===== config.mk =====
export PLATFORM = sky130hd
export DESIGN_NAME = seg_bcd_convert_ctrl
export DESIGN_NICKNAME = d
export VERILOG_FILES = /design/src/rtl/seg_pkg.sv /design/src/rtl/bcd_add3_nibble.sv /design/src/rtl/seg_bcd_convert_ctrl.sv
export SDC_FILE = /design/constraint.sdc
export NUM_CORES = 1
export LEC_CHECK = 0
export BUFFER_PORTS_ARGS = -buffer_cell sky130_fd_sc_hd__buf_2
export CELL_PAD_IN_SITES_DETAIL_PLACEMENT = 1
export CELL_PAD_IN_SITES_GLOBAL_PLACEMENT = 2
export CORE_MARGIN = 4
export CORE_UTILIZATION = 38
export CTS_BUF_LIST = sky130_fd_sc_hd__clkbuf_8
export DETAILED_ROUTE_END_ITERATION = 7
export PLACE_DENSITY_LB_ADDON = 0.1
export SYNTH_ARGS = -nofsm -noshare
export SYNTH_HDL_FRONTEND = slang
export SYNTH_HIERARCHICAL = 1
export SYNTH_SLANG_ARGS = --single-unit

===== constraint.sdc =====
create_clock -name clk -period 2.59 [get_ports clk]
set_clock_uncertainty 0.1 [all_clocks]
set_input_delay 0.777 -clock clk [delete_from_list [all_inputs] [get_ports clk]]
set_output_delay 0.777 -clock clk [all_outputs]
set_load 0.02 [all_outputs]

===== src/rtl/seg_pkg.sv =====
// Shared types and constants for the 7-segment BCD conversion path.
package seg_pkg;

  // Conversion controller states.
  typedef enum logic [1:0] {
    IDLE  = 2'd0,
    SHIFT = 2'd1,
    LATCH = 2'd2
  } state_e;

  // Largest value that fits on four decimal digits.
  localparam int unsigned BCD_MAX = 9999;

  // Blank mask shown while the digits hold their reset value of 0000:
  // thousands, hundreds and tens dark, ones digit lit.
  localparam logic [3:0] BLANK_RESET = 4'b1110;

  // Digit pattern shown when the value does not fit on the display.
  localparam logic [15:0] BCD_SAT = 16'h9999;

  // Leading-zero blanking mask for a packed digit word
  // ({thousands, hundreds, tens, ones}). The ones digit is never blanked,
  // and an overflowed (saturated) display is always fully lit.
  function automatic logic [3:0] lz_blank_mask(input logic [15:0] digits,
                                               input logic        ovf,
                                               input logic        enable);
    logic [3:0] mask;
    mask = 4'b0000;
    if (enable && !ovf) begin
      mask[3] = (digits[15:12] == 4'd0);
      mask[2] = mask[3] && (digits[11:8] == 4'd0);
      mask[1] = mask[2] && (digits[7:4] == 4'd0);
      mask[0] = 1'b0;
    end
    return mask;
  endfunction

endpackage


===== src/rtl/bcd_add3_nibble.sv =====
// Double-dabble correction for one BCD nibble: add 3 when the nibble is 5
// or more, so the following left shift carries correctly into the next
// decimal digit. Pure 4-bit arithmetic, no carry out.
module bcd_add3_nibble (
  input  logic [3:0] in_nib,
  output logic [3:0] out_nib
);

  // Conditional +3 correction.
  always_comb begin
    out_nib = (in_nib >= 4'd5) ? (in_nib + 4'd3) : in_nib;
  end

endmodule


===== src/rtl/seg_bcd_convert_ctrl.sv =====
// Sequential binary-to-BCD converter feeding four bcd_7segment decoders.
// A value is accepted over valid/ready, converted one bit per cycle with
// shift-add-3, and the resulting digits, blank mask and overflow flag are
// then held stable until the next conversion completes.
module seg_bcd_convert_ctrl
  import seg_pkg::*;
#(
  parameter int unsigned IN_W     = 14,
  parameter bit          BLANK_LZ = 1'b1
) (
  input  logic            clk,
  input  logic            rst,
  input  logic            in_valid,
  input  logic [IN_W-1:0] in_value,
  output logic            in_ready,
  output logic            busy,
  output logic            done,
  output logic            ovf,
  output logic [3:0]      digit_1000,
  output logic [3:0]      digit_100,
  output logic [3:0]      digit_10,
  output logic [3:0]      digit_1,
  output logic [3:0]      blank
);

  localparam int unsigned CNT_W = $clog2(IN_W + 1);
  localparam logic [CNT_W-1:0] CNT_LAST = CNT_W'(IN_W - 1);
  localparam int unsigned IN_MAX = (32'd1 << IN_W) - 32'd1;
  // Narrow inputs can never exceed four digits, so the range check is
  // only kept when the input width can actually reach past 9999.
  localparam bit CHK_OVF = (IN_MAX > BCD_MAX);
  localparam logic [3:0] BLANK_INIT = BLANK_LZ ? BLANK_RESET : 4'b0000;

  generate
    if (IN_W < 4 || IN_W > 14) begin : g_bad_in_w
      $error("seg_bcd_convert_ctrl: IN_W must be within 4..14");
    end
  endgenerate

  // Controller and datapath state.
  state_e            state_q,    state_d;
  logic [IN_W-1:0]   sh_q,       sh_d;
  logic [15:0]       acc_q,      acc_d;
  logic [CNT_W-1:0]  cnt_q,      cnt_d;
  logic              ovf_pend_q, ovf_pend_d;

  // Registered, externally visible results.
  logic [15:0]       digits_q,   digits_d;
  logic              ovf_q,      ovf_d;
  logic [3:0]        blank_q,    blank_d;
  logic              done_q,     done_d;

  // Accumulator with every nibble corrected ahead of the next shift.
  logic [15:0]       acc_corr;

  genvar gi;
  generate
    for (gi = 0; gi < 4; gi++) begin : g_add3
      bcd_add3_nibble u_add3 (
        .in_nib  (acc_q[4*gi +: 4]),
        .out_nib (acc_corr[4*gi +: 4])
      );
    end
  endgenerate

  // Next-state and datapath update for the three-state conversion FSM.
  always_comb begin
    state_d    = state_q;
    sh_d       = sh_q;
    acc_d      = acc_q;
    cnt_d      = cnt_q;
    ovf_pend_d = ovf_pend_q;
    digits_d   = digits_q;
    ovf_d      = ovf_q;
    blank_d    = blank_q;
    done_d     = 1'b0;

    unique case (state_q)
      IDLE: begin
        // Ready is implied here: rst overrides everything in the flops.
        if (in_valid) begin
          sh_d       = in_value;
          acc_d      = 16'h0000;
          cnt_d      = '0;
          ovf_pend_d = CHK_OVF && (32'(in_value) > BCD_MAX);
          state_d    = SHIFT;
        end
      end

      SHIFT: begin
        // Correct, then shift {acc, sh} left by one bit.
        acc_d = {acc_corr[14:0], sh_q[IN_W-1]};
        sh_d  = {sh_q[IN_W-2:0], 1'b0};
        cnt_d = cnt_q + CNT_W'(1);
        if (cnt_q == CNT_LAST) begin
          state_d = LATCH;
        end
      end

      LATCH: begin
        // Out-of-range values saturate; acc may have wrapped in that case.
        digits_d = ovf_pend_q ? BCD_SAT : acc_q;
        ovf_d    = ovf_pend_q;
        blank_d  = lz_blank_mask(digits_d, ovf_pend_q, BLANK_LZ);
        done_d   = 1'b1;
        state_d  = IDLE;
      end

      default: begin
        state_d = IDLE;
      end
    endcase
  end

  // State and result registers with synchronous reset; reset also aborts
  // an in-flight conversion without producing a done pulse.
  always_ff @(posedge clk) begin
    if (rst) begin
      state_q    <= IDLE;
      sh_q       <= '0;
      acc_q      <= 16'h0000;
      cnt_q      <= '0;
      ovf_pend_q <= 1'b0;
      digits_q   <= 16'h0000;
      ovf_q      <= 1'b0;
      blank_q    <= BLANK_INIT;
      done_q     <= 1'b0;
    end else begin
      state_q    <= state_d;
      sh_q       <= sh_d;
      acc_q      <= acc_d;
      cnt_q      <= cnt_d;
      ovf_pend_q <= ovf_pend_d;
      digits_q   <= digits_d;
      ovf_q      <= ovf_d;
      blank_q    <= blank_d;
      done_q     <= done_d;
    end
  end

  // Output mapping; in_ready is forced low while reset is asserted.
  always_comb begin
    in_ready   = (state_q == IDLE) && !rst;
    busy       = (state_q != IDLE);
    done       = done_q;
    ovf        = ovf_q;
    blank      = blank_q;
    digit_1000 = digits_q[15:12];
    digit_100  = digits_q[11:8];
    digit_10   = digits_q[7:4];
    digit_1    = digits_q[3:0];
  end

endmodule


# == Word level (Yosys, flattened, before mapping) ==
# Index checks and enable logic that the tools add are counted.
# totals
in_bits,17
regBits,59
output_inout_bits,24
wordCells,53
# classes
n_eq_ne,5
magnitude_cmp,5
n_addsub,5
reduce_logical,13
mux,16
# ops
cell,count
$mux W16,2
$pmux W16 S2,1
$pmux W14 S2,1
$mux W4,5
$ge A4 B3 Y1 const B,4
$gt A14 B14 Y1 const B,1
$mux W14,1
$add A4 B2 Y4 const B,3
$logic_not A4 Y1,3
$pmux W4 S2,1
$reduce_and A2 Y1,3
$add A4 B1 Y4 const B,1
$eq A4 B4 Y1 const B,1
$mux W2,2
$ne A2 B2 Y1 const B,2
$pmux W2 S2,1
$reduce_bool A2 Y1,2
$add A3 B2 Y3 const B,1
$logic_and A1 B1 Y1,3
$mux W3,1
$eq A2 B1 Y1 const B,1
$eq A2 B2 Y1 const B,1
$logic_not A2 Y1,1
$logic_not A1 Y1,1
$mux W1,1

# == Depth between registers and ports, before layout ==
# Gate-level depths: netlist of run 1.
# logic_depth
depth_word,5
ltp_mapped,7
ltp_nobuf,7

# == Hierarchy ==
# The synthesis of run 1 kept the hierarchy.
# by_module_without_submodules
module,area_each_um2,cells_per_inst,seq_area_each_um2,instances
seg_bcd_convert_ctrl,2302.2,239,1161.1,1
bcd_add3_nibble,101.3,16,0.0,4

# == Worst setup path before layout of run 1 ==
# OpenSTA, ideal clock, no wires.
# synth_path
path_type,input -> output
startpoint,input rst
endpoint,output in_ready
path_buffers,2
path_slack_ps,238
arrival_ps,1475
stages,3
required_time_ps,1713
cell_sequence,buf_2 -> clkbuf_1 -> nor2_1
# synth_via
elab_chain_len,2
# synth_lines
element,line,source
start: declaration,seg_bcd_convert_ctrl.sv:12,"input logic rst,"
$logic_not A1 Y1,seg_bcd_convert_ctrl.sv:143,in_ready = (state_q == IDLE) && !rst;
$logic_and A1 B1 Y1,seg_bcd_convert_ctrl.sv:143,
end: declaration,seg_bcd_convert_ctrl.sv:15,"output logic in_ready,"
# No other way between the ends.

# == Worst setup path in the final report of run 1 ==
# layout_path
startpoint,register state_q[1]
endpoint,output in_ready
# layout_via
elab_chain_len,2
# layout_lines
element,line,source
start: declaration,seg_bcd_convert_ctrl.sv:41,"state_e state_q, state_d;"
start signal: assignment,seg_bcd_convert_ctrl.sv:129,state_q <= state_d;
$logic_not A2 Y1,seg_bcd_convert_ctrl.sv:143,
$logic_and A1 B1 Y1,seg_bcd_convert_ctrl.sv:143,
# No other way between the ends.

==> metrics.txt, run 1 <==
Port Buffers 39; Fin Hold WS 0.346 ns; Slew headroom around 51%; Hold/Removal Path Class flip-flop to flip-flop; CTS H-tree lvls 3; # Post-CTS Setup Buffers 0; crit end category output port; footprint of the multi-input gates about 1400 um2; Die Area around 8500 um2; final setup vio count 0; # IOs 41; ANT cells 0; final hold vios 0; f_max ~430 MHz; core area between 6000 and 7000 um2; post-DP HPWL 4.59 mm; DIE HEIGHT ~92 um; num rows 30; CTS root buf clkbuf_8; RSZ-0062 raised after global routing no; status finished, final reports clean; FF-to-FF End digits_q[7]; drt first pass iters 4; pin count of the biggest net entering global routing 46; fin crit period about 2.3 ns; Routability Congestion 0.712; Leak between 1 and 1.5 nW; via count approximately 2.2k; drt initial violations 122; Pwr Density just under 700 nW/um2; first-pass GRT wire length approximately 11 mm; Num CTS Buffers 9; CP startpoint state_q[1]; Net Sw Frac approximately a quarter; CP required between 1.5 and 2 ns; actual slew at the worst max-slew pin ~0.73 ns; Total Routing Usage GR 16.4%; Mean Syn Cell Area roughly 9.0 um2; Routed Antenna Nets 0; DRC 0; Critical Path Fanout Max 12; ratio of cells with drive above 1 in the final layout 22.0%; Avg WL per Cell between 10 and 15 um; mapped cell area around 2700 um2; DIE WIDTH 92.1 um; setup TNS 0 ns; Longest Clk Path Bufs 2; initial antenna violation count 0; Max Cap Violations 0; initial core utilization 39.3%; Gates resized, CTS repair 0; CP Launch Type flip-flop; sw power slightly above 500 uW; Storage cell area approximately 1200 um2; total grt overflow 0; pins over their slew limit 0; final WL 6.46 mm; peak supply drop between 0.3 and 0.4 mV; Sink Count 58; via/cell ratio about 5; CP Class flip-flop to output port; vias in the first global route ~2.3k; FF-to-FF Start state_q[1]; R2R Setup Slk roughly 0.88 ns; Reg2Reg Depth 4; # nets final 363; Comb pwr share roughly 7.5%; final core utilization a little under half; Final period util between 80% and 90%; total design power ~2.1 mW; Int Pwr roughly 1.6 mW; clock slew at reported path FFs 0.07 ns; Area Growth Syn to Fin 17.7%; FILL cells between 800 and 900; Mapped Nets roughly 330; Worst-Skew Late Latency around 0.34 ns; Critical Path End in_ready; synthesis warning total 6; TritonCTS clock tree done; clock power share 48.6%; Flop pwr share approximately 44%; CP arrival about 1.5 ns; hold buffers post-CTS 0; Synth Instances about 300
==> layout make-up <==
| class | count | share of cell area [%] |
|---|---|---|
| clock inverters | 7 | 3.91 |
| multi-input cells | 213 | 43.1 |
| repair buffers | 44 | 7.35 |
| flip-flops and latches | 58 | 36.7 |
| clock buffers | 9 | 3.91 |
| inverters | 10 | 1.19 |
| well taps | 96 | 3.80 |
==> cells in the final DEF (no fill, tap or decap), types with 5 or more instances in the layout <==
| master | instances |
|---|---|
| nor3_1 | 14 |
| nor2_1 | 26 |
| a22o_1 | 13 |
| a21oi_1 | 25 |
| a22oi_1 | 6 |
| nand2_1 | 38 |
| nand3b_1 | 9 |
| ha_1 | 10 |
| mux2i_1 | 5 |
| dfxtp_1 | 58 |
| o21ai_0 | 6 |
| clkbuf_8 | 9 |
| nand2b_1 | 8 |
| inv_1 | 10 |
| buf_2 | 39 |
| nand3_1 | 7 |
| buf_4 | 5 |
==> metal layers <==
layer / part of all wire, % / vias up / GRT usage (%)
li1: - / 1120 / -
met1: 51 / 1027 / 22.8
met2: 45 / 28 / 24.6
met3: 3.2 / 6 / 5.09
met4: 0.88 / 0 / 4.46
met5: 0 / - / 0
==> state kept, by name (all words and copies together), names as in the netlist <==
register    flops
cnt_q           4
digits_q       16
state_q         2
sh_q           14
ovf             1
blank           3
ovf_pend_q      1
acc_q          16
done            1
==> power by group through the flow <==
stage	Clock, mW	Combinational [mW]	Sequential [mW]
after floorplan	0	0.125	0.950
after global placement	0	0.161	0.957
after detailed placement	0	0.162	0.957
after CTS	1.07	0.162	0.937
after global routing	1.11	0.180	0.940
final	1.04	0.161	0.937
==> how the worst min path moves through the flow <==
stage                       from           end  cells past startpoint
finish                  sh_q[13]      acc_q[0]                      2
global route        digits_q[13]  digits_q[13]                      2
detailed placement  digits_q[10]  digits_q[10]                      2
floorplan               sh_q[13]      acc_q[0]                      2
global placement    digits_q[10]  digits_q[10]                      2
CTS                     sh_q[13]      acc_q[0]                      2
==> critical path, cell delays in order, from the launching register on <==
cell     delay (ns)
dfxtp_1        0.44
or2_2          0.36
nor2_1         0.13
buf_2          0.19
==> through the flow <==
stage                     worst slack (ns)  cell area (um2)  instances
final                                0.259             3160        437
after CTS                            0.218             3160        437
after detailed placement             0.437             2920        421
after global routing                 0.146             3160        437
after global placement               0.426             2920        421
after floorplan                      0.238             2690        299
No activity file was read; power rests on OpenSTA's default activity.
==> run 2: changes to the inputs <==
--- a/config.mk
+++ b/config.mk
@@ -12,7 +12,9 @@
 export CORE_UTILIZATION = 38
 export CTS_BUF_LIST = sky130_fd_sc_hd__clkbuf_8
 export DETAILED_ROUTE_END_ITERATION = 7
+export GPL_TIMING_DRIVEN = 0
 export PLACE_DENSITY_LB_ADDON = 0.1
+export RECOVER_POWER = 25
 export SYNTH_ARGS = -nofsm -noshare
 export SYNTH_HDL_FRONTEND = slang
 export SYNTH_HIERARCHICAL = 1
==> metrics.txt, run 2 (synthesis results as in run 1) <==
# nets final 374; vias in the first global route 2,345; DIE HEIGHT 92.1 um; Die Area 8480 um2; Final period util 90.4%; Pwr Density about 600 nW/um2; Critical Path Fanout Max 19; first-pass GRT wire length 11.7 mm; Int Pwr around 1.5 mW; f_max around 430 MHz; Slew headroom roughly a quarter; DIE WIDTH 92.1 um; total design power a little under 2 mW; commonest non-fill, non-tap cell in the layout dfxtp_1; Routability Congestion about 0.74; Top cell by count, worst path buf_2; TritonCTS clock tree done; CTS H-tree lvls 3; Worst Setup Slack post-DPL -0.242 ns; most frequent cells in the layout 58 x dfxtp_1, 38 x buf_2, 38 x nand2_1; CTS root buf clkbuf_8; Port Buffers 38; via count 2,287; drt initial violations 77; # IOs 41; via/cell ratio about 5.1; CP Launch Type input pin; RSZ-0062 raised after global routing no; Worst path max stage delay 0.40 ns; total grt overflow 0; Num CTS Buffers 9; Avg WL per Cell approximately 16 um; num rows 30; drt first pass iters 4; Hold/Removal Path Class flip-flop to flip-flop; CP required ~1.7 ns; sw power about 490 uW; CP Class input pin to output port; DRC 0; clock power share about 44%; ANT cells 0; Area Growth Syn to Fin 18.1%; pins over their slew limit 0; Leak about 1.3 nW; biggest regs acc_q (16), digits_q (16), sh_q (14); Worst-Skew Late Latency 0.33 ns; CP top delay family buffers and inverters; CP arrival between 1 and 1.5 ns; worst setup margin 0.248 ns; Comb pwr share under 10%; post-DP HPWL 5.09 mm; Flop pwr share roughly 48%; final setup vio count 0; final core utilization between 40% and 50%; peak supply drop about 0.26 mV; fin crit period 2.34 ns; Sink Count between 50 and 60; # Post-CTS Setup Buffers 0; Storage cell area about 1200 um2; clock slew at reported path FFs around 0.06 ns; pin count of the biggest net entering global routing 20; initial core utilization roughly two fifths; status finished, final reports clean; ratio of cells with drive above 1 in the final layout a little over a fifth; setup TNS 0 ns; crit-path cells buf_2 > nor2_1 > buf_2; footprint of the multi-input gates around 1400 um2; Routed Antenna Nets 0; initial antenna violation count 0; core area around 7000 um2; actual slew at the worst max-slew pin approximately 1.1 ns; crit end category output port; final WL just under 7 mm; crit path buf inv count 2; Total Routing Usage GR 17.4%; FILL cells between 800 and 900; CP max-delay cell buf_2; final hold vios 0; Max Cap Violations 0; Net Sw Frac 24.9%; Longest Clk Path Bufs 2
[run 2: through the flow]
stage          cells  instance area, um2  hold WS (ns)
4_1_cts          448                3200         0.350
6_report         448                3170         0.347
3_3_place_gp     433                3000         0.338
5_1_grt          448                3170         0.371
3_5_place_dp     433                3000         0.343
2_1_floorplan    299                2690         0.332
[run 2: repair_timing]
item / in CTS / in global routing
endpoints found under the setup margin: 1 / 0
resized for setup: 0 / 0
hold buffers: 0 / 0
[run 2: tightest hold or removal path: stages, from the launching register on]
cell     delay [ns]
dfxtp_1        0.30
nand2_1        0.05
a21oi_1        0.05
[run 2: path summary, 6_finish.rpt]
path,to,cells past startpoint,slack [ns],from
worst max register to register,sh_q[7],4,0.58,state_q[0]
worst max-delay path,in_ready,3,0.25,rst
worst min-delay path,digits_q[6],2,0.35,digits_q[6]
worst min register to register,digits_q[6],2,0.35,digits_q[6]
[run 2: power by group through the flow]
stage	Sequential (mW)	Combinational (mW)	Clock, mW
detailed placement	0.955	0.182	0
global route	0.938	0.193	0.914
global placement	0.954	0.179	0
finish	0.935	0.172	0.854
CTS	0.935	0.181	0.870
floorplan	0.950	0.125	0
[run 2: area by class of cell]
type | count | share of cell area [%]
flip-flops and latches | 58 | 36.6
inverters | 10 | 1.18
clock inverters | 5 | 1.66
well taps | 96 | 3.79
clock buffers | 11 | 4.77
multi-input cells | 213 | 42.6
repair buffers | 38 | 5.95
plain buffers | 17 | 3.47
[run 2: routing by layer]
metal	GRT usage, %	wire length, um
met5	0	0
met4	6.31	87
met3	3.36	176
met2	26.9	3080
met1	24.1	3610
